===== src/rtl/imem_loader.sv =====
// imem_loader: writer side of the instruction memory.
// Takes a framed byte stream (COUNT, N*4 data bytes MSB-first, CHK) over a
// valid/ready handshake, writes the assembled 32-bit words from address 0
// upward, checks an XOR checksum and stalls the CPU while a load runs.
`timescale 1ns/1ps
module imem_loader #(
  parameter int ADDR_W = 5,   // must be <= 7 so a COUNT byte can express 2**ADDR_W
  parameter int DATA_W = 32   // four bytes per word
) (
  input  logic              clk,
  input  logic              rst_n,
  input  logic              start,
  input  logic [7:0]        byte_in,
  input  logic              byte_valid,
  output logic              byte_ready,
  output logic              imem_we,
  output logic [ADDR_W-1:0] imem_addr,
  output logic [DATA_W-1:0] imem_wdata,
  output logic              cpu_hold,
  output logic              busy,
  output logic              done,
  output logic              error,
  output logic [ADDR_W:0]   words_loaded,
  output logic [2:0]        dbg_state
);

  // Handshake: a byte transfers on a rising edge where byte_valid && byte_ready.
  // byte_ready depends only on the current state, never on byte_valid, so the
  // source may hold a byte for any number of cycles without it being consumed.

  typedef enum logic [2:0] {
    S_IDLE    = 3'd0,
    S_COUNT   = 3'd1,
    S_COLLECT = 3'd2,
    S_WRITE   = 3'd3,
    S_CHECK   = 3'd4,
    S_DONE    = 3'd5,
    S_ERROR   = 3'd6
  } state_t;

  localparam int              MAX_WORDS = 1 << ADDR_W;
  localparam logic [ADDR_W-1:0] ADDR_ONE = {{(ADDR_W-1){1'b0}}, 1'b1};
  localparam logic [ADDR_W:0]   WORD_ONE = {{ADDR_W{1'b0}}, 1'b1};

  state_t              state_q;
  logic [DATA_W-1:0]   buf_q;
  logic [ADDR_W-1:0]   addr_q;
  logic [7:0]          chk_q;
  logic [ADDR_W:0]     count_q;
  logic [ADDR_W:0]     words_q;
  logic [1:0]          idx_q;
  logic                busy_q;
  logic                done_q;
  logic                error_q;
  logic                hold_q;

  logic                byte_accept;
  logic [ADDR_W:0]     words_d;
  logic                count_bad;

  // Handshake decode and next-value helpers shared by the FSM.
  always_comb begin
    byte_ready  = (state_q == S_COUNT) || (state_q == S_COLLECT) || (state_q == S_CHECK);
    byte_accept = byte_valid && byte_ready;
    words_d     = words_q + WORD_ONE;
    count_bad   = (byte_in == 8'd0) || (int'(byte_in) > MAX_WORDS);
  end

  // Load FSM: frame parsing, word assembly, sequential writes and status flags.
  always_ff @(posedge clk or negedge rst_n) begin
    if (!rst_n) begin
      state_q <= S_IDLE;
      buf_q   <= '0;
      addr_q  <= '0;
      chk_q   <= '0;
      count_q <= '0;
      words_q <= '0;
      idx_q   <= '0;
      busy_q  <= 1'b0;
      done_q  <= 1'b0;
      error_q <= 1'b0;
      hold_q  <= 1'b0;
    end else begin
      case (state_q)
        S_IDLE, S_DONE, S_ERROR: begin
          if (start) begin
            state_q <= S_COUNT;
            done_q  <= 1'b0;
            error_q <= 1'b0;
            words_q <= '0;
            addr_q  <= '0;
            chk_q   <= '0;
            busy_q  <= 1'b1;
            hold_q  <= 1'b1;
          end
        end
        S_COUNT: begin
          if (byte_accept) begin
            if (count_bad) begin
              // Rejected frame length: hold stays asserted until a good load.
              state_q <= S_ERROR;
              error_q <= 1'b1;
              busy_q  <= 1'b0;
            end else begin
              count_q <= byte_in[ADDR_W:0];
              chk_q   <= byte_in;
              idx_q   <= '0;
              state_q <= S_COLLECT;
            end
          end
        end
        S_COLLECT: begin
          if (byte_accept) begin
            buf_q <= {buf_q[DATA_W-9:0], byte_in};
            chk_q <= chk_q ^ byte_in;
            idx_q <= idx_q + 2'd1;
            if (idx_q == 2'd3) state_q <= S_WRITE;
          end
        end
        S_WRITE: begin
          // imem_we is high for exactly this one cycle.
          addr_q  <= addr_q + ADDR_ONE;
          words_q <= words_d;
          state_q <= (words_d == count_q) ? S_CHECK : S_COLLECT;
        end
        S_CHECK: begin
          if (byte_accept) begin
            busy_q <= 1'b0;
            if (byte_in == chk_q) begin
              state_q <= S_DONE;
              done_q  <= 1'b1;
              hold_q  <= 1'b0;
            end else begin
              state_q <= S_ERROR;
              error_q <= 1'b1;
            end
          end
        end
        default: state_q <= S_IDLE;
      endcase
    end
  end

  assign imem_we      = (state_q == S_WRITE);
  assign imem_addr    = addr_q;
  assign imem_wdata   = buf_q;
  assign cpu_hold     = hold_q;
  assign busy         = busy_q;
  assign done         = done_q;
  assign error        = error_q;
  assign words_loaded = words_q;
  assign dbg_state    = state_q;

endmodule


===== config.mk =====
export PLATFORM = sky130hd
export DESIGN_NAME = imem_loader
export DESIGN_NICKNAME = d
export VERILOG_FILES = /design/src/rtl/imem_loader.sv
export SDC_FILE = /design/constraint.sdc
export NUM_CORES = 1
export LEC_CHECK = 0
export ABC_AREA = 1
export CAP_MARGIN = 40
export CORE_MARGIN = 8
export CORE_UTILIZATION = 25
export DETAILED_ROUTE_END_ITERATION = 8
export GPL_TIMING_DRIVEN = 0
export PLACE_DENSITY = 0.43
export SETUP_SLACK_MARGIN = 0.3
export SLEW_MARGIN = 20
export SYNTH_ARGS = -nofsm -noshare
export SYNTH_HDL_FRONTEND = slang
export SYNTH_SLANG_ARGS = --single-unit

===== constraint.sdc =====
create_clock -name clk -period 3.4 [get_ports clk]
set_input_delay 0.85 -clock clk [delete_from_list [all_inputs] [get_ports clk]]
set_output_delay 0.85 -clock clk [all_outputs]
set_load 0.05 [all_outputs]

==> results of run 1 <==
==> area by class of cell <==
type | count | share of cell area (%)
timing repair buffer | 64 | 14.6
clock inverter | 3 | 1.04
tap | 176 | 4.94
buffer | 11 | 1.37
inverter | 39 | 3.28
sequential | 66 | 37.0
clock buffer | 13 | 6.06
multi-input combinational | 265 | 31.7
==> state kept, by name, summed over array words and instances, names as in the netlist <==
name and cells:
imem_wdata 32, dbg_state 3, error 1, chk_q 8, count_q 6, idx_q 2, busy 1, cpu_hold 1
words_loaded 6, done 1, imem_addr 5
==> worst reg2reg max path, cell delays in order (launching register included) <==
cell	delay, ns
dfrtp_1	0.49
inv_1	0.13
nor2_1	0.05
nand2_1	0.17
inv_2	0.08
nand2_4	0.14
clkbuf_1	0.46
o21ai_0	0.14
==> power groups by stage <==
stage	Sequential (mW)	Clock [mW]	Combinational, mW
2_1_floorplan	2.16	0	1.05
3_3_place_gp	1.36	0	2.70
3_5_place_dp	1.37	0	2.72
4_1_cts	1.36	1.01	2.72
5_1_grt	1.41	1.03	2.91
6_report	1.35	0.974	2.67
==> routing by layer <==
layer	share of wire [%]	vias up
li1	-	1393
met1	46	1350
met2	49	38
met3	3.7	8
met4	1.7	0
met5	0	-
==> cells in the final DEF, fill, tap and decap left out, drive strengths merged <==
master,n
bufinv,1
nor3,2
nand3b,2
o21bai,1
nor2,38
xnor2,8
ha,3
nand4,6
a21oi,25
inv,38
clkdlybuf4s50,60
buf,9
o21ai,39
dfrtp,66
clkinv,2
clkinvlp,1
o22ai,2
mux2,10
nand2,102
dlygate4sd2,1
clkbuf,18
xor2,2
nand3,25
==> worst max-delay path by stage <==
stage,from,to,slack [ns]
6_report,dbg_state[0],byte_ready,0.54
2_1_floorplan,dbg_state[1],imem_we,0.87
4_1_cts,dbg_state[0],imem_we,0.35
5_1_grt,dbg_state[0],byte_ready,0.41
3_3_place_gp,rst_n,words_loaded[5],-0.99
3_5_place_dp,dbg_state[0],imem_we,0.40
==> repair_timing <==
| action | 4_1_cts | 5_1_grt |
|---|---|---|
| pin swaps | 0 | 0 |
| resized for setup | 2 | 2 |
| cloned | 0 | 0 |
| hold buffers | 0 | 0 |
| endpoints found under the hold margin | 0 | 0 |
| endpoints found under the setup margin | 2 | 1 |
==> cells by family (layout without fill, tap and decap cells) <==
logic type / count (synthesis) / count (layout) / synth area share, %
compound gates: 67 / 67 / 11.3
buf+inv: 50 / 130 / 6.34
fa+ha+maj: 3 / 3 / 1.15
simple gates: 175 / 175 / 24.1
mux: 10 / 10 / 4.01
xor+xnor: 10 / 10 / 2.67
flops: 66 / 66 / 50.4
==> flow_metrics.tcl, run 1 <==
set metrics [dict create \
    fin_skew_ns 0.00626 \
    die_w_um 130 \
    swShare_pct 47.8 \
    synthTopCellsByCount "nand2_1 (95), dfrtp_1 (66), nor2_1 (36), inv_1 (32)" \
    port_buffers 63 \
    reg2reg_to "imem_wdata[4]" \
    yosys.area.top_type "dfrtp_1" \
    max_freq_mhz 350 \
    dr.pass1.iters 4 \
    setup_ws_ns 0.542 \
    drtIter0Drc 135 \
    regArea_sq_mm 0.00165 \
    cts_tree "yes" \
    synthToLayoutAreaGrowth_pct 36.2 \
    crit_type "register to output port" \
    clock_latency_ns 0.33 \
    hold_class "input port to asynchronous set/reset pin" \
    peakVddDrop_mv 0.387 \
    critPathSlowestCell "dlygate4sd2_1" \
    path_depth 5 \
    hpwl_um 6610 \
    finalCritPeriodShare_pct 84.0 \
    finalSetupTns_ns 0 \
    p_leak_nw 2.07 \
    grt_use_met2_pct 18.3 \
    clock_power_share_pct 19.5 \
    cts_setup_buffers 0 \
    slew_viol_final 0 \
    crit_chain "inv_2 -> nor3_2 -> inv_2 -> nand3_1 -> dlygate4sd2_1" \
    ys_seq_area_share_pct 50.4 \
    finalSetupViolations 0 \
    numCtsBuffers 9 \
    core_area_sq_mm 0.0130 \
    busiest_layer "met2" \
    gr-usage-met1_pct 13.6 \
    cp-start-kind "register" \
    crit_fanout 8 \
    vias_per_cell 4.38 \
    maxCapViolations 0 \
    hold_violations 0 \
    p_switching_mw 2.39 \
    rsz0062_at_grt "false" \
    grt-ovfl-total 0 \
    synth_most_common_cell "nand2_1" \
    routedWlPerCell_um 13.7 \
    cts_sinks 66 \
    postRouteWirelength_um 8740 \
    fill_cells 1391 \
    crit_arrival_ns 2.01 \
    synthTopCellsByArea "dfrtp_1 (50%), nand2_1 (11%), nor2_1 (4.1%)" \
    finish.instance_area_sq_mm 0.00446 \
    synth_fp_nets 396 \
    ant_nets 0 \
    final_layout_size_suffix_gt1_share_pct 13.2 \
    period_needed_ns 2.86 \
    cpMostUsedCell "inv_2" \
    worstSetupEndpointType "output port" \
    nets 471 \
    initial_core_util_pct 25.1 \
    grt_pass1_wl_um 14600 \
    boundaryPins 64 \
    power.density_mw_per_mm2 1120 \
    synthCells 381 \
    grtUsageMet3_pct 2.60 \
    ys_seq_elements 66 \
    p_int_mw 2.61 \
    required_ns 2.55 \
    post-route-util_pct 34.2 \
    r2r-start "dbg_state[1]" \
    pre_cts_ws_ns 0.396 \
    syn-cell-area_sq_mm 0.00328 \
    synthDominantCellAreaShare_pct 50.4 \
    fp.dieH_um 130 \
    vias 2789 \
    worst_pin_slew_ns 0.547 \
    grt_usage_pct 11.1 \
    status "finished clean" \
    max_stage_delay_ns 0.56 \
    cpLargestDelayFamily "buffers and inverters" \
    post_dp_cell_area_sq_mm 0.00415 \
    drc 0 \
    crit_buf_inv 3 \
    relSlewSlack_pct 63.5 \
    ys_warn_count 0 \
    async_flop_share_pct 100 \
    pwr-share-seq_pct 27.0 \
    clockRootBuffer "clkbuf_16" \
    fin_cells 637 \
    dp.cells 621 \
    gp_congestion 0.784 \
    multi_input_area_sq_mm 0.00142 \
    synth.avg_cell_area_sq_um 8.60 \
    total_power_mw 5.00 \
    reg2reg_depth 7 \
    synth_edf_count 0 \
    htree_levels 3 \
    antenna_found_initial 0 \
    row_count 42 \
    antenna_cells 0 \
    dieArea_sq_mm 0.0170 \
    r2r_setup_slack_ns 1.61 \
    cts.clk_slew.worst_paths_ns 0.06 \
    synthFlopType "dfrtp_1" \
    cts_buffer_depth 2 \
    grt_max_degree 53 \
    power_frac_comb_pct 53.5 \
    ys_types 32 \
    whs_ns 0.379 \
    grt_pass1_vias 2831 \
]
Power figures use the tool's default switching activity.
==> run 2: changes to the inputs <==
==> constraint.sdc (replaced) <==
create_clock -name clk -period 2.9 [get_ports clk]
set_input_delay 0.725 -clock clk [delete_from_list [all_inputs] [get_ports clk]]
set_output_delay 0.725 -clock clk [all_outputs]
set_load 0.05 [all_outputs]
==> run 2 against run 1 <==
  * Core utilization up 0.16 points
  * Count of clock-buffer cells in the layout unchanged
  * Global-route usage unchanged
  * Clock skew about the same
  * Non-clock buffer count up 2
  * Cell count up 0.31%
  * Clock power up 17%
  * Total power up 18%
  * First-iteration DRC count up 11%
  * Critical path type unchanged
  * Highest routed layer unchanged
==> flow_metrics.tcl, run 2 (synthesis gave the netlist of run 1 again) <==
set metrics [dict create \
    status "finished clean" \
    worstSetupEndpointType "output port" \
    reg2reg_depth 12 \
    dr.pass1.iters 4 \
    cts_buffer_depth 2 \
    cp-start-kind "register" \
    max_freq_mhz 407 \
    finalCritPeriodShare_pct 84.6 \
    dieArea_sq_mm 0.0170 \
    ant_nets 0 \
    required_ns 2.17 \
    period_needed_ns 2.45 \
    reg2reg_to "dbg_state[0]" \
    r2r_setup_slack_ns 1.10 \
    clock_latency_ns 0.33 \
    power.density_mw_per_mm2 1310 \
    crit_fanout 10 \
    grt_max_degree 53 \
    crit_type "register to output port" \
    peakVddDrop_mv 0.454 \
    gp_congestion 0.784 \
    grt_pass1_wl_um 14600 \
    cts_sinks 66 \
    setup_ws_ns 0.446 \
    hold_buffers 0 \
    hold_class "input port to asynchronous set/reset pin" \
    cts_tree "yes" \
    grt-ovfl-total 0 \
    maxCapViolations 0 \
    nets 473 \
    antenna_found_initial 0 \
    crit_chain "nand2_1 -> nor2_1 -> buf_2 -> clkdlybuf4s15_2" \
    crit_arrival_ns 1.73 \
    core_area_sq_mm 0.0130 \
    drc 0 \
    grt_pass1_vias 2831 \
    largest_reg_flops 32 \
    final_common_cell "nand2_1" \
    max_stage_delay_ns 0.46 \
    pre_cts_ws_ns 0.0205 \
    port_buffers 63 \
    final_layout_size_suffix_gt1_share_pct 14.5 \
    finalSetupViolations 0 \
    row_count 42 \
    synthToLayoutAreaGrowth_pct 36.9 \
    layout_common_cells "nand2_1 (95), dfrtp_1 (64), clkdlybuf4s50_1 (60)" \
    hpwl_um 6610 \
    critPathSlowestCell "dfrtp_2" \
    vias 2789 \
    slew_viol_final 0 \
    die_w_um 130 \
    cts.clk_slew.worst_paths_ns 0.06 \
    critPathLaunch "dbg_state[1]" \
    clockRootBuffer "clkbuf_16" \
    crit_end "imem_we" \
    drtIter0Drc 150 \
    routedWlPerCell_um 13.7 \
    antenna_cells 0 \
    fp.dieH_um 130 \
    fin_skew_ns 0.00617 \
    htree_levels 3 \
    r2r-start "dbg_state[2]" \
    rsz0062_at_grt "false" \
    numCtsBuffers 9 \
    vias_per_cell 4.36 \
    relSlewSlack_pct 63.5 \
    whs_ns 0.255 \
    postRouteWirelength_um 8770 \
    worst_pin_slew_ns 0.547 \
    initial_core_util_pct 25.1 \
    post-route-util_pct 34.4 \
    p_leak_nw 2.08 \
    hold_violations 0 \
    grt_usage_pct 11.1 \
    boundaryPins 64 \
]
==> run 2: cell count changes in the layout (fill, tap and decap cells not counted), sizes merged <==
cell | before | now
buf | 9 | 12
clkbuf | 18 | 17
clkdlybuf4s15 | 0 | 1
dlygate4sd2 | 1 | 0
==> run 2: repair_timing <==
action                     CTS  global route
buffers inserted             0             2
cloned                       0             0
pin swaps                    0             1
resized for setup           10             1
setup endpoints to repair    2             2
==> run 2: critical path, delay by kind of cell (launching register included) <==
family                 cells  cell delay, ns
DFF                        1            0.46
buffers and inverters      2            0.68
and+or+nand+nor            2            0.25
==> run 2: through the flow <==
stage	TNS (ns)	area [sq um]	total power [mW]	std cells
finish	0	4480	5.88	639
global placement	-89.58	4130	4.76	620
global route	0	4480	6.29	639
CTS	0	4470	5.97	637
floorplan	0	3280	3.76	381
detailed placement	0	4150	4.80	621
==> run 2: how the worst min path moves through the flow <==
stage                          end  slack (ns)  cells after the start
after floorplan               busy        0.43                      0
after global placement    cpu_hold        0.46                      2
after detailed placement  cpu_hold        0.47                      2
after CTS                 chk_q[6]        0.25                      1
after global routing      chk_q[6]        0.25                      1
final                     chk_q[6]        0.26                      1
==> run 2: routing by layer <==
layer | wire length, um | vias to the layer above | track usage, %
met5 | 0 | - | 0
met4 | 149 | 0 | 5.06
met3 | 322 | 8 | 2.60
met2 | 4300 | 36 | 18.3
met1 | 4000 | 1348 | 13.6
li1 | - | 1397 | -
==> run 2: cell type report <==
| class | count | area [sq um] |
|---|---|---|
| Multi-Input combinational cell | 265 | 1420 |
| Clock inverter | 3 | 46.3 |
| Buffer | 11 | 62.6 |
| Timing Repair Buffer | 66 | 667 |
| Inverter | 39 | 146 |
| Tap cell | 176 | 220 |
| Fill cell | 1390 | 8550 |
| Sequential cell | 66 | 1650 |
| Clock buffer | 13 | 270 |
==> run 2: power breakdown <==
part | switching, mW | leakage (nW) | internal [mW] | total, mW
clock network | 0.404 | 0.152 | 0.738 | 1.14
logic | 2.10 | 1.09 | 1.05 | 3.15
registers | 0.301 | 0.839 | 1.29 | 1.59
==> run 3: changes to the inputs <==
==> constraint.sdc (replaced) <==
create_clock -name clk -period 2.3 [get_ports clk]
set_input_delay 0.575 -clock clk [delete_from_list [all_inputs] [get_ports clk]]
set_output_delay 0.575 -clock clk [all_outputs]
set_load 0.05 [all_outputs]
==> run 3 against run 2 <==
  * Global-route usage grew 0.51 points
  * Total power grew 27%
  * Highest routed layer unchanged
  * Via count grew 2.1%
  * Sequential cell count is the same
==> flow_metrics.tcl, run 3 (synthesis gave the netlist of run 1 again) <==
set metrics [dict create \
    row_count 42 \
    critPathLaunch "dbg_state[0]" \
    core_area_sq_mm 0.0130 \
    dp.cells 621 \
    grt_pass1_vias 2935 \
    drc 0 \
    clock_latency_ns 0.33 \
    hold_buffers 0 \
    maxCapViolations 0 \
    fin_cells 655 \
    crit_fanout 7 \
    final_layout_size_suffix_gt1_share_pct 20.5 \
    largest_reg_flops 32 \
    fp.dieH_um 130 \
    dieArea_sq_mm 0.0170 \
    relSlewSlack_pct 64.0 \
    cts_buffer_depth 2 \
    gp_congestion 0.794 \
    p_leak_nw 2.36 \
    period_needed_ns 2.03 \
    port_buffers 63 \
    drtIter0Drc 159 \
    total_power_mw 7.44 \
    whs_ns 0.126 \
    slew_viol_final 0 \
    nets 489 \
    pre_cts_ws_ns -0.208 \
    finalSetupViolations 0 \
    peakVddDrop_mv 0.571 \
    clockRootBuffer "clkbuf_16" \
    finish.instance_area_sq_mm 0.00463 \
    grt_pass1_wl_um 15300 \
    cp-start-kind "register" \
    routedWlPerCell_um 14.0 \
    vias 2848 \
    grt-ovfl-total 0 \
    postRouteWirelength_um 9150 \
    max_freq_mhz 493 \
    setup_ws_ns 0.272 \
    r2r_setup_slack_ns 0.53 \
    status "finished clean" \
    finalCritPeriodShare_pct 88.2 \
    boundaryPins 64 \
    post_dp_cell_area_sq_mm 0.00416 \
    cts_tree "yes" \
    post-route-util_pct 35.5 \
    reg2reg_depth 9 \
    antenna_found_initial 0 \
    required_ns 1.73 \
    final_common_cell "nand2_1" \
    worstSetupEndpointType "output port" \
    crit_end "byte_ready" \
    crit_arrival_ns 1.45 \
    hold_violations 0 \
    worst_pin_slew_ns 0.540 \
    hpwl_um 6570 \
    finalSetupTns_ns 0 \
    ant_nets 0 \
    die_w_um 130 \
    r2r-start "dbg_state[2]" \
    initial_core_util_pct 25.1 \
    crit_type "register to output port" \
    cts_sinks 66 \
    fin_skew_ns 0.00523 \
    rsz0062_at_grt "true" \
    htree_levels 3 \
    grt_usage_pct 11.6 \
    layout_common_cells "nand2_1 (93), dfrtp_1 (63), dlygate4sd2_1 (49)" \
    dr.pass1.iters 4 \
    reg2reg_to "chk_q[6]" \
    vias_per_cell 4.35 \
    antenna_cells 0 \
    numCtsBuffers 9 \
    hold_class "input port to asynchronous set/reset pin" \
    power.density_mw_per_mm2 1610 \
    synthToLayoutAreaGrowth_pct 41.3 \
    grt_max_degree 50 \
    cts.clk_slew.worst_paths_ns 0.06 \
]
[run 3: cell count changes in the layout (fill, tap and decap cells not counted), sizes merged]
| cell | change |
|---|---|
| buf | +17 |
| inv | +2 |
| dlymetal6s2s | +5 |
| clkinvlp | +2 |
| clkbuf | -4 |
| clkdlybuf4s50 | -55 |
| dlygate4sd2 | +49 |
[run 3: critical path, stage by stage, from the launching register on]
cell	delay (ns)
dfrtp_2	0.47
nor3_4	0.31
inv_2	0.10
nand3_4	0.08
buf_8	0.15
[run 3: worst min-delay path by stage]
stage                           endpoint  slack, ns  cells after the start
after floorplan                     busy       0.28                      0
after global placement          cpu_hold       0.46                      2
after detailed placement        cpu_hold       0.47                      2
after CTS                 imem_wdata[30]       0.12                      1
after global routing       imem_wdata[7]       0.13                      1
final                     imem_wdata[30]       0.13                      1
[run 3: cell type report]
class | instances | area (sq um)
flip-flops and latches | 66 | 1660
fillers | 1405 | 8400
multi-input cells | 265 | 1480
clock buffers | 9 | 225
inverters | 39 | 150
clock inverters | 7 | 76.3
well taps | 176 | 220
repair buffers | 82 | 756
plain buffers | 11 | 68.8
[run 3: what timing repair did]
item	4_1_cts	5_1_grt
buffers inserted	6	12
pin swaps	1	3
setup endpoints to repair	52	30
resized for setup	70	22
[run 3: power by group]
| part | internal, mW | total [mW] | switching, mW |
|---|---|---|---|
| clock network | 0.847 | 1.41 | 0.562 |
| logic | 1.30 | 4.05 | 2.75 |
| registers | 1.62 | 1.98 | 0.360 |
[run 3: routing by layer]
metal | share of wire [%] | global-route usage, % | routed length, um | up-vias
li1 | - | - | - | 1426
met2 | 49 | 18.9 | 4480 | 39
met4 | 1.2 | 4.32 | 110 | 0
met5 | 0 | 0 | 0 | -
met1 | 46 | 14.3 | 4200 | 1373
met3 | 3.8 | 3.45 | 349 | 10
